===== src/rtl/breakout_pkg.sv =====
// Shared constants and FSM state encoding for the brick RAM writer.
package breakout_pkg;

  localparam int BRICKS_PER_WALL = 128;
  localparam int BRICK_IDX_W     = 7;
  localparam int RAM_ADDR_W      = 8;
  localparam int CNT_W           = 8;

  localparam logic [BRICK_IDX_W-1:0] LAST_IDX   = BRICK_IDX_W'(BRICKS_PER_WALL - 1);
  localparam logic [BRICK_IDX_W-1:0] IDX_ONE    = BRICK_IDX_W'(1);
  localparam logic [CNT_W-1:0]       FULL_COUNT = CNT_W'(BRICKS_PER_WALL);
  localparam logic [CNT_W-1:0]       CNT_ONE    = CNT_W'(1);

  typedef enum logic [1:0] {
    IDLE   = 2'd0,
    FILL   = 2'd1,
    HIT_RD = 2'd2,
    HIT_WR = 2'd3
  } wr_state_e;

endpackage


===== src/rtl/brick_counter.sv =====
// Per-wall remaining-brick counter: load to full, saturating decrement,
// one-cycle pulse on the 1->0 transition.
module brick_counter
  import breakout_pkg::*;
(
  input  logic             i_clk,
  input  logic             i_rst_n,
  input  logic             i_load,
  input  logic             i_dec,
  output logic [CNT_W-1:0] o_count,
  output logic             o_zero_pulse
);

  logic [CNT_W-1:0] r_count;

  // A load in the same cycle as a decrement wins: the wall is freshly refilled.
  always_ff @(posedge i_clk or negedge i_rst_n) begin
    if (!i_rst_n) begin
      r_count <= '0;
    end else if (i_load) begin
      r_count <= FULL_COUNT;
    end else if (i_dec && (r_count != '0)) begin
      r_count <= r_count - CNT_ONE;
    end
  end

  assign o_count      = r_count;
  assign o_zero_pulse = i_dec && !i_load && (r_count == CNT_ONE);

endmodule


===== src/rtl/brick_ram_writer.sv =====
// Sole write master of the 256x1 brick RAM: refills a wall on request and
// clears single bricks on hit requests, keeping per-wall brick counts.
module brick_ram_writer
  import breakout_pkg::*;
(
  input  logic                   CLK_DRV,
  input  logic                   RESET_N,
  input  logic                   FILL_REQ,
  input  logic                   PLAYER,
  input  logic                   HIT_REQ,
  input  logic [BRICK_IDX_W-1:0] HIT_ADDR,
  output logic                   HIT_ACK,
  input  logic                   WR_WINDOW,
  output logic [RAM_ADDR_W-1:0]  RAM_ADDR,
  output logic                   RAM_DIN,
  output logic                   RAM_WE,
  input  logic                   RAM_DOUT,
  output logic                   BUSY,
  output logic [CNT_W-1:0]       BRICKS_LEFT,
  output logic                   WALL_CLEAR
);

  wr_state_e              r_state;
  wr_state_e              w_state_nxt;
  logic [BRICK_IDX_W-1:0] r_idx;
  logic [BRICK_IDX_W-1:0] w_idx_nxt;
  logic                   r_rd_phase;
  logic                   w_rd_phase_nxt;
  logic                   r_fill_pend;
  logic                   r_fill_player;
  logic                   r_ack_d;
  logic                   r_hit_player;
  logic [BRICK_IDX_W-1:0] r_hit_idx;

  logic                   w_fill_done;
  logic                   w_hit_start;
  logic                   w_dec;
  logic [CNT_W-1:0]       w_cnt0;
  logic [CNT_W-1:0]       w_cnt1;
  logic                   w_zero0;
  logic                   w_zero1;

  always_ff @(posedge CLK_DRV or negedge RESET_N) begin
    if (!RESET_N) begin
      r_state    <= IDLE;
      r_idx      <= '0;
      r_rd_phase <= 1'b0;
      r_ack_d    <= 1'b0;
    end else begin
      r_state    <= w_state_nxt;
      r_idx      <= w_idx_nxt;
      r_rd_phase <= w_rd_phase_nxt;
      r_ack_d    <= HIT_ACK;
    end
  end

  // A new request re-latches the wall even mid-sweep, which restarts the fill.
  always_ff @(posedge CLK_DRV or negedge RESET_N) begin
    if (!RESET_N) begin
      r_fill_pend   <= 1'b0;
      r_fill_player <= 1'b0;
    end else if (FILL_REQ) begin
      r_fill_pend   <= 1'b1;
      r_fill_player <= PLAYER;
    end else if (w_fill_done) begin
      r_fill_pend   <= 1'b0;
    end
  end

  always_ff @(posedge CLK_DRV) begin
    if (w_hit_start) begin
      r_hit_player <= PLAYER;
      r_hit_idx    <= HIT_ADDR;
    end
  end

  always_comb begin
    w_state_nxt    = r_state;
    w_idx_nxt      = r_idx;
    w_rd_phase_nxt = 1'b0;
    w_fill_done    = 1'b0;
    w_hit_start    = 1'b0;
    w_dec          = 1'b0;
    RAM_ADDR       = '0;
    RAM_DIN        = 1'b0;
    RAM_WE         = 1'b0;
    HIT_ACK        = 1'b0;

    case (r_state)
      IDLE: begin
        // The cycle right after an ACK is skipped so a held request is not re-served.
        if (!r_ack_d) begin
          if (r_fill_pend) begin
            w_state_nxt = FILL;
            w_idx_nxt   = '0;
          end else if (HIT_REQ) begin
            w_state_nxt = HIT_RD;
            w_hit_start = 1'b1;
          end
        end
      end

      FILL: begin
        RAM_ADDR = {r_fill_player, r_idx};
        RAM_DIN  = 1'b1;
        RAM_WE   = WR_WINDOW;
        if (FILL_REQ) begin
          w_idx_nxt = '0;
        end else if (WR_WINDOW) begin
          if (r_idx == LAST_IDX) begin
            w_fill_done = 1'b1;
            w_state_nxt = IDLE;
          end else begin
            w_idx_nxt = r_idx + IDX_ONE;
          end
        end
      end

      HIT_RD: begin
        // Phase 0 presents the address; RAM_DOUT is valid in phase 1.
        RAM_ADDR = {r_hit_player, r_hit_idx};
        if (!r_rd_phase) begin
          w_rd_phase_nxt = 1'b1;
        end else if (RAM_DOUT) begin
          w_state_nxt = HIT_WR;
        end else begin
          HIT_ACK     = 1'b1;
          w_state_nxt = IDLE;
        end
      end

      HIT_WR: begin
        RAM_ADDR = {r_hit_player, r_hit_idx};
        if (WR_WINDOW) begin
          RAM_WE      = 1'b1;
          w_dec       = 1'b1;
          HIT_ACK     = 1'b1;
          w_state_nxt = IDLE;
        end
      end

      default: w_state_nxt = IDLE;
    endcase
  end

  brick_counter u_cnt_wall0 (
    .i_clk        (CLK_DRV),
    .i_rst_n      (RESET_N),
    .i_load       (w_fill_done && !r_fill_player),
    .i_dec        (w_dec && !r_hit_player),
    .o_count      (w_cnt0),
    .o_zero_pulse (w_zero0)
  );

  brick_counter u_cnt_wall1 (
    .i_clk        (CLK_DRV),
    .i_rst_n      (RESET_N),
    .i_load       (w_fill_done && r_fill_player),
    .i_dec        (w_dec && r_hit_player),
    .o_count      (w_cnt1),
    .o_zero_pulse (w_zero1)
  );

  assign BUSY        = (r_state != IDLE);
  assign BRICKS_LEFT = PLAYER ? w_cnt1 : w_cnt0;
  assign WALL_CLEAR  = w_zero0 | w_zero1;

endmodule


===== config.mk =====
export PLATFORM = sky130hd
export DESIGN_NAME = brick_ram_writer
export DESIGN_NICKNAME = d
export VERILOG_FILES = /design/src/rtl/breakout_pkg.sv /design/src/rtl/brick_counter.sv /design/src/rtl/brick_ram_writer.sv
export SDC_FILE = /design/constraint.sdc
export NUM_CORES = 1
export LEC_CHECK = 0
export ABC_AREA = 1
export BUFFER_PORTS_ARGS = -buffer_cell sky130_fd_sc_hd__buf_2
export CAP_MARGIN = 0
export CORE_MARGIN = 2
export CORE_UTILIZATION = 51
export CTS_CLUSTER_SIZE = 14
export DETAILED_ROUTE_END_ITERATION = 16
export PLACE_DENSITY_LB_ADDON = 0.12
export SYNTH_ARGS = -nofsm -noshare
export SYNTH_HDL_FRONTEND = slang
export SYNTH_SLANG_ARGS = --single-unit

===== constraint.sdc =====
create_clock -name CLK_DRV -period 1.6 [get_ports CLK_DRV]
set_clock_uncertainty 0.2 [all_clocks]
set_input_delay 0.08 -clock CLK_DRV [delete_from_list [all_inputs] [get_ports CLK_DRV]]
set_output_delay 0.08 -clock CLK_DRV [all_outputs]
set_load 0.005 [all_outputs]

* After elaboration in Yosys (flattened, before gate mapping)
Cells that the tools add are included.
** Word-level totals
- Register bits :: 37
- Input bits :: 14
- Output and inout port bits :: 21
- Logic and storage cells :: 96
** Cells by class
- Add/sub/neg operators :: 3
- Eq/ne operators :: 16
- Mux-type cells :: 41
- Bitwise gates (word level) :: 1
- Reduce and logical (&&, ||, !) cells :: 25
** Operators with widths (count)
- $mux W8 :: 5
- $mux W7 :: 5
- $mux W2 :: 9
- $mux W1 :: 17
- $eq A8 B1 Y1 const B :: 2
- $pmux W8 S2 :: 1
- $reduce_bool A8 Y1 :: 2
- $sub A8 B1 Y8 const B :: 2
- $ne A2 B2 Y1 const B :: 7
- $pmux W7 S2 :: 1
- $logic_and A1 B1 Y1 :: 10
- $reduce_bool A2 Y1 :: 5
- $ne A3 B3 Y1 const B :: 3
- $pmux W2 S4 :: 1
- $add A7 B1 Y7 const B :: 1
- $eq A7 B7 Y1 const B :: 1
- $reduce_and A7 Y1 :: 1
- $reduce_and A5 Y1 :: 1
- $eq A2 B2 Y1 const B :: 2
- $logic_not A1 Y1 :: 4
- $pmux W1 S2 :: 2
- $eq A2 B1 Y1 const B :: 1
- $logic_not A2 Y1 :: 1
- $reduce_or A2 Y1 :: 1
- $or A1 B1 Y1 :: 1

* Longest topological paths before layout
- Depth after elaboration :: 10
- Mapped depth :: 9
- Gate-level depth less buffers :: 9

* Hierarchy
From an unflattened synthesis, not the netlist that was laid out.
** Unflattened totals
- Cell total of the unflattened synthesis :: 312
- Area total of the unflattened synthesis :: 2373.5 um2
** Modules (own cells, without submodules)
- brick_ram_writer :: instances 1, cells an instance 156, area an instance 1265.0 um2, sequential area each 565.5 um2
- brick_counter :: instances 2, cells an instance 78, area an instance 554.3 um2, sequential area each 200.2 um2

* Worst setup path after synthesis
Ideal clock, no wire load.
- Path kind :: flip-flop to flip-flop
- Start :: register r_state[0]
- End :: register r_hit_idx[0], enable pin
- Setup time :: 0.371 ns
- Data arrival time :: 1.076 ns
- Required time :: 1.029 ns
- Setup slack :: -0.047 ns
- Stages on the path, launching flop included :: 5
- Buffers on the path :: 1
- Period minus slack after synthesis :: 1.647 ns
- Path through :: dfrtp_1 -> buf_2 -> nor2_1 -> nand2_1 -> nor2_1
** On the way
- Longest elaborated chain between the ends :: 2
** RTL lines
- start: declaration :: line brick_ram_writer.sv:23 : wr_state_e r_state;
- start signal: assignment :: line brick_ram_writer.sv:50 : r_state <= w_state_nxt;
- $logic_not A2 Y1 :: line brick_ram_writer.sv:89 : case (r_state)
- $mux W1 :: line brick_ram_writer.sv:89
- via w_hit_start :: line brick_ram_writer.sv:36 : logic w_hit_start;
- end signal: assignment :: line brick_ram_writer.sv:73 : r_hit_idx <= HIT_ADDR;
- end: declaration :: line brick_ram_writer.sv:33 : logic [BRICK_IDX_W-1:0] r_hit_idx;
The timed path passes the listed nets, and every way through them passes these cells.
A chain may end at the register's enable or synchronous reset.

* Worst setup path after layout
- Start :: register r_state[0]
- End :: register r_state[1]
** On the way
- Longest elaborated chain between the ends :: 3
- Elaborated cells between the ends (all ways) :: 13
- Classes of those cells :: eq/ne (10); mux (1); reduce/logical (2)
** RTL lines (line)
- $eq A2 B1 Y1 (tied with other cells) :: brick_ram_writer.sv:89
- $ne A2 B2 Y1 (no source line) / $ne A3 B3 Y1 (equally long branches)
- $reduce_and A7 Y1 (no source line)
Parallel ways exist; a longest one is shown, timed or not.

==> impl_results.md <==
- Status: finished with violations
- Failing checks: negative hold slack, negative setup slack
- Vias: 2194
- Layout cells sized above 1: 0.3724
- Final Wtd Congestion: 0.8455
- Initial antenna violation count: 0
- Post-synth EDFFs: 8
- Multi-input gate area: 1282 sq um
- Commonest non-fill, non-tap cell in the layout: nand2_1
- Starting Density: 0.5398
- Antenna viol nets, final: 0
- H-tree depth: 2
- Syn Nets: 317
- Design Power: 2751 uW
- Distinct cells, synth: 28
- DRC viols: 0
- Data arrival time of the worst path: 1.68 ns
- IO buf count: 34
- Max cap viols: 0
- Mux share of post-synthesis cell area: 0
- CTS tree: yes
- Clock root buffer: clkbuf_8
- Final Hold Violating Endpoints: 1
- DR WL/cell: 13.02 um
- Core Region: 4086 sq um
- Drt total wl: 5652 um
- Compound-Gate Fraction of Synth Area: 0.07828
- Measured slew at the worst slew-check pin: 0.6617 ns
- Crit end category: flop
- Fmax: 587.9 MHz
- Vias per cell: 5.055
- Crit-path max FO: 7
- Synth-to-layout area growth: 43.17%
- Synthesized area: 2206 sq um
- Largest family of logic cells by synthesized area: simple AND/OR/NAND/NOR gates
- Initial DRC Count: 222
- Flop and latch count out of synthesis: 37
- Max-slew violations: 0
- Adder-cell share of the synthesized area: 0.02836
- RSZ-0062 raised after global routing: true
- Total track usage: 0.2165
- Ys async rst share: 0.7838
- Rel. slew slack: 0.5589
- Register area share after synthesis: 0.4379
- # setup viols final: 5
- Commonest cells after routing, fill and taps aside: nand2_1, inv_1, buf_2
- Post-Synth XOR/XNOR Area: 0.02382
- Post-Synth Simple-Gate Area: 0.3466
- Gate Count Post-Synth: 298
- HP Class: in2reg
- First-pass DRT Iterations: 5
- WS Path Type: reg2reg
- Hold_ws: -0.01483 ns
- Leak: 0.001561 uW
- Fill cell total of the finished layout: 276
- Yosys Warn Count: 0
- Pre-CTS setup slack: -0.04557 ns
- Reg clk slew, reported paths: 0.07 ns
- First-pass GRT wire length: 8549 um
- Final nets: 402
- Num rows: 23
- Register area: 968.4 sq um
- Setup ws final: -0.1010 ns
- Fin util: 0.7728
- Die Height: 69.77 um
- Vias in the first global route: 1958
- Peak VDD IR: 0.6632 mV
- Die Area: 4867 sq um
- CTS Buf Count: 5
- Worst EP required: 1.58 ns
- Clk_lat worst skew: 0.29 ns
- Antenna cells: 0
- Pwr/cell area: 871.1 nW/um^2
- Mean Syn Cell Area: 7.402 sq um
- Clock Sinks: 37
- Die W: 69.77 um
- DP HPWL: 3693 um
- Pin count of the biggest net entering global routing: 30
- Top Ports: 35
- Commonest register cell after synthesis: dfrtp_1
- Tmin final: 1.701 ns
- TNS Setup: -0.2170 ns
- CTS Buffer Depth: 2
- Grt ovf: 0
- CP Launch Type: flop
- Crit share post-route: 1.063
[timing repair]
| item | 4_1_cts | 5_1_grt |
|---|---|---|
| resized for setup | 20 | 57 |
| cloned | 0 | 1 |
| pin swaps | 6 | 24 |
| endpoints found under the setup margin | 22 | 34 |
| hold endpoints to repair | 41 | 1 |
| setup buffers | 5 | 8 |
| hold buffers | 11 | 1 |
[cells in the mapped netlist (2+ instances only)]
cell       n  area (sq um)
a21oi_2    2         17.52
buf_2      2         10.01
dfrtp_1   29         725.7
edfxtp_1   8         240.2
ha_1       5         62.56
inv_1     39         146.4
inv_2      6         22.52
nand2_1   89         334.1
nand2_2    3         18.77
nand3_1   15         75.07
nand3_2    4         40.04
nand4_1    7         43.79
nor2_1    43         161.4
nor2_2     2         12.51
nor2_4     4         45.04
o21ai_0   18         90.09
o21ai_1    7         35.03
xor2_1     5         43.79
[flip-flops by register name, indices dropped and copies added, names as in the netlist]
name / count
r_ack_d: 1
r_fill_pend: 1
r_fill_player: 1
r_hit_idx: 7
r_hit_player: 1
r_idx: 7
r_rd_phase: 1
r_state: 2
u_cnt_wall0.o_count: 8
u_cnt_wall1.o_count: 8
[critical path, stage by stage, from the launching register on]
cell      delay [ns]
dfrtp_2         0.49
buf_6           0.15
nor2_4          0.04
nand2_2         0.07
o211ai_1        0.10
nor2_1          0.27
nand2_2         0.12
nand2_1         0.10
nand2_1         0.05
[final timing paths]
check                                              from                 endpoint  slack (ns)  cells past startpoint
worst min-delay path                          WR_WINDOW  r_fill_pend$_DFFE_PN0P_       -0.01                      4
max in group asynchronous                       RESET_N   r_state[0]$_DFFE_PN0P_        0.57                      2
min in group asynchronous                       RESET_N     r_idx[2]$_DFFE_PN0P_        0.15                      2
worst max register to register   r_state[0]$_DFFE_PN0P_   r_state[1]$_DFFE_PN0P_       -0.10                      8
worst max-delay path             r_state[0]$_DFFE_PN0P_   r_state[1]$_DFFE_PN0P_       -0.10                      8
worst min register to register  r_fill_pend$_DFFE_PN0P_  r_fill_pend$_DFFE_PN0P_        0.34                      2
[kinds of logic after synthesis]
group	after synthesis
AO/OA/AOI/OAI	31
AND/OR/NAND/NOR	170
flip-flops	37
XOR/XNOR	6
adder cells (fa/ha/maj)	5
buffers and inverters	49
[report_power, final]
part           switching, uW  internal [uW]
registers               88.9           1040
clock network            331            293
logic                    565            434
[cell type report]
cell class | instances | share of cell area
multi-input cells | 213 | 0.4061
flip-flops and latches | 37 | 0.3067
repair buffers | 80 | 0.1811
inverters | 46 | 0.06062
clock buffers | 5 | 0.02179
well taps | 50 | 0.01981
clock inverters | 3 | 0.003962
[per-layer routing]
layer	global-route usage	up-vias	share of wire	wire, um
met5	0	-	0	0
met4	0.05342	0	0.010	59
met3	0.04797	9	0.048	273
met2	0.3492	55	0.48	2737
met1	0.2966	1016	0.46	2582
li1	-	1114	-	-
[per-stage QoR]
stage | cells | cell area (sq um)
6_report | 434 | 3158
3_5_place_dp | 401 | 2605
3_3_place_gp | 401 | 2605
4_1_cts | 424 | 2884
5_1_grt | 434 | 3158
2_1_floorplan | 298 | 2208
Power figures use the tool's default switching activity.
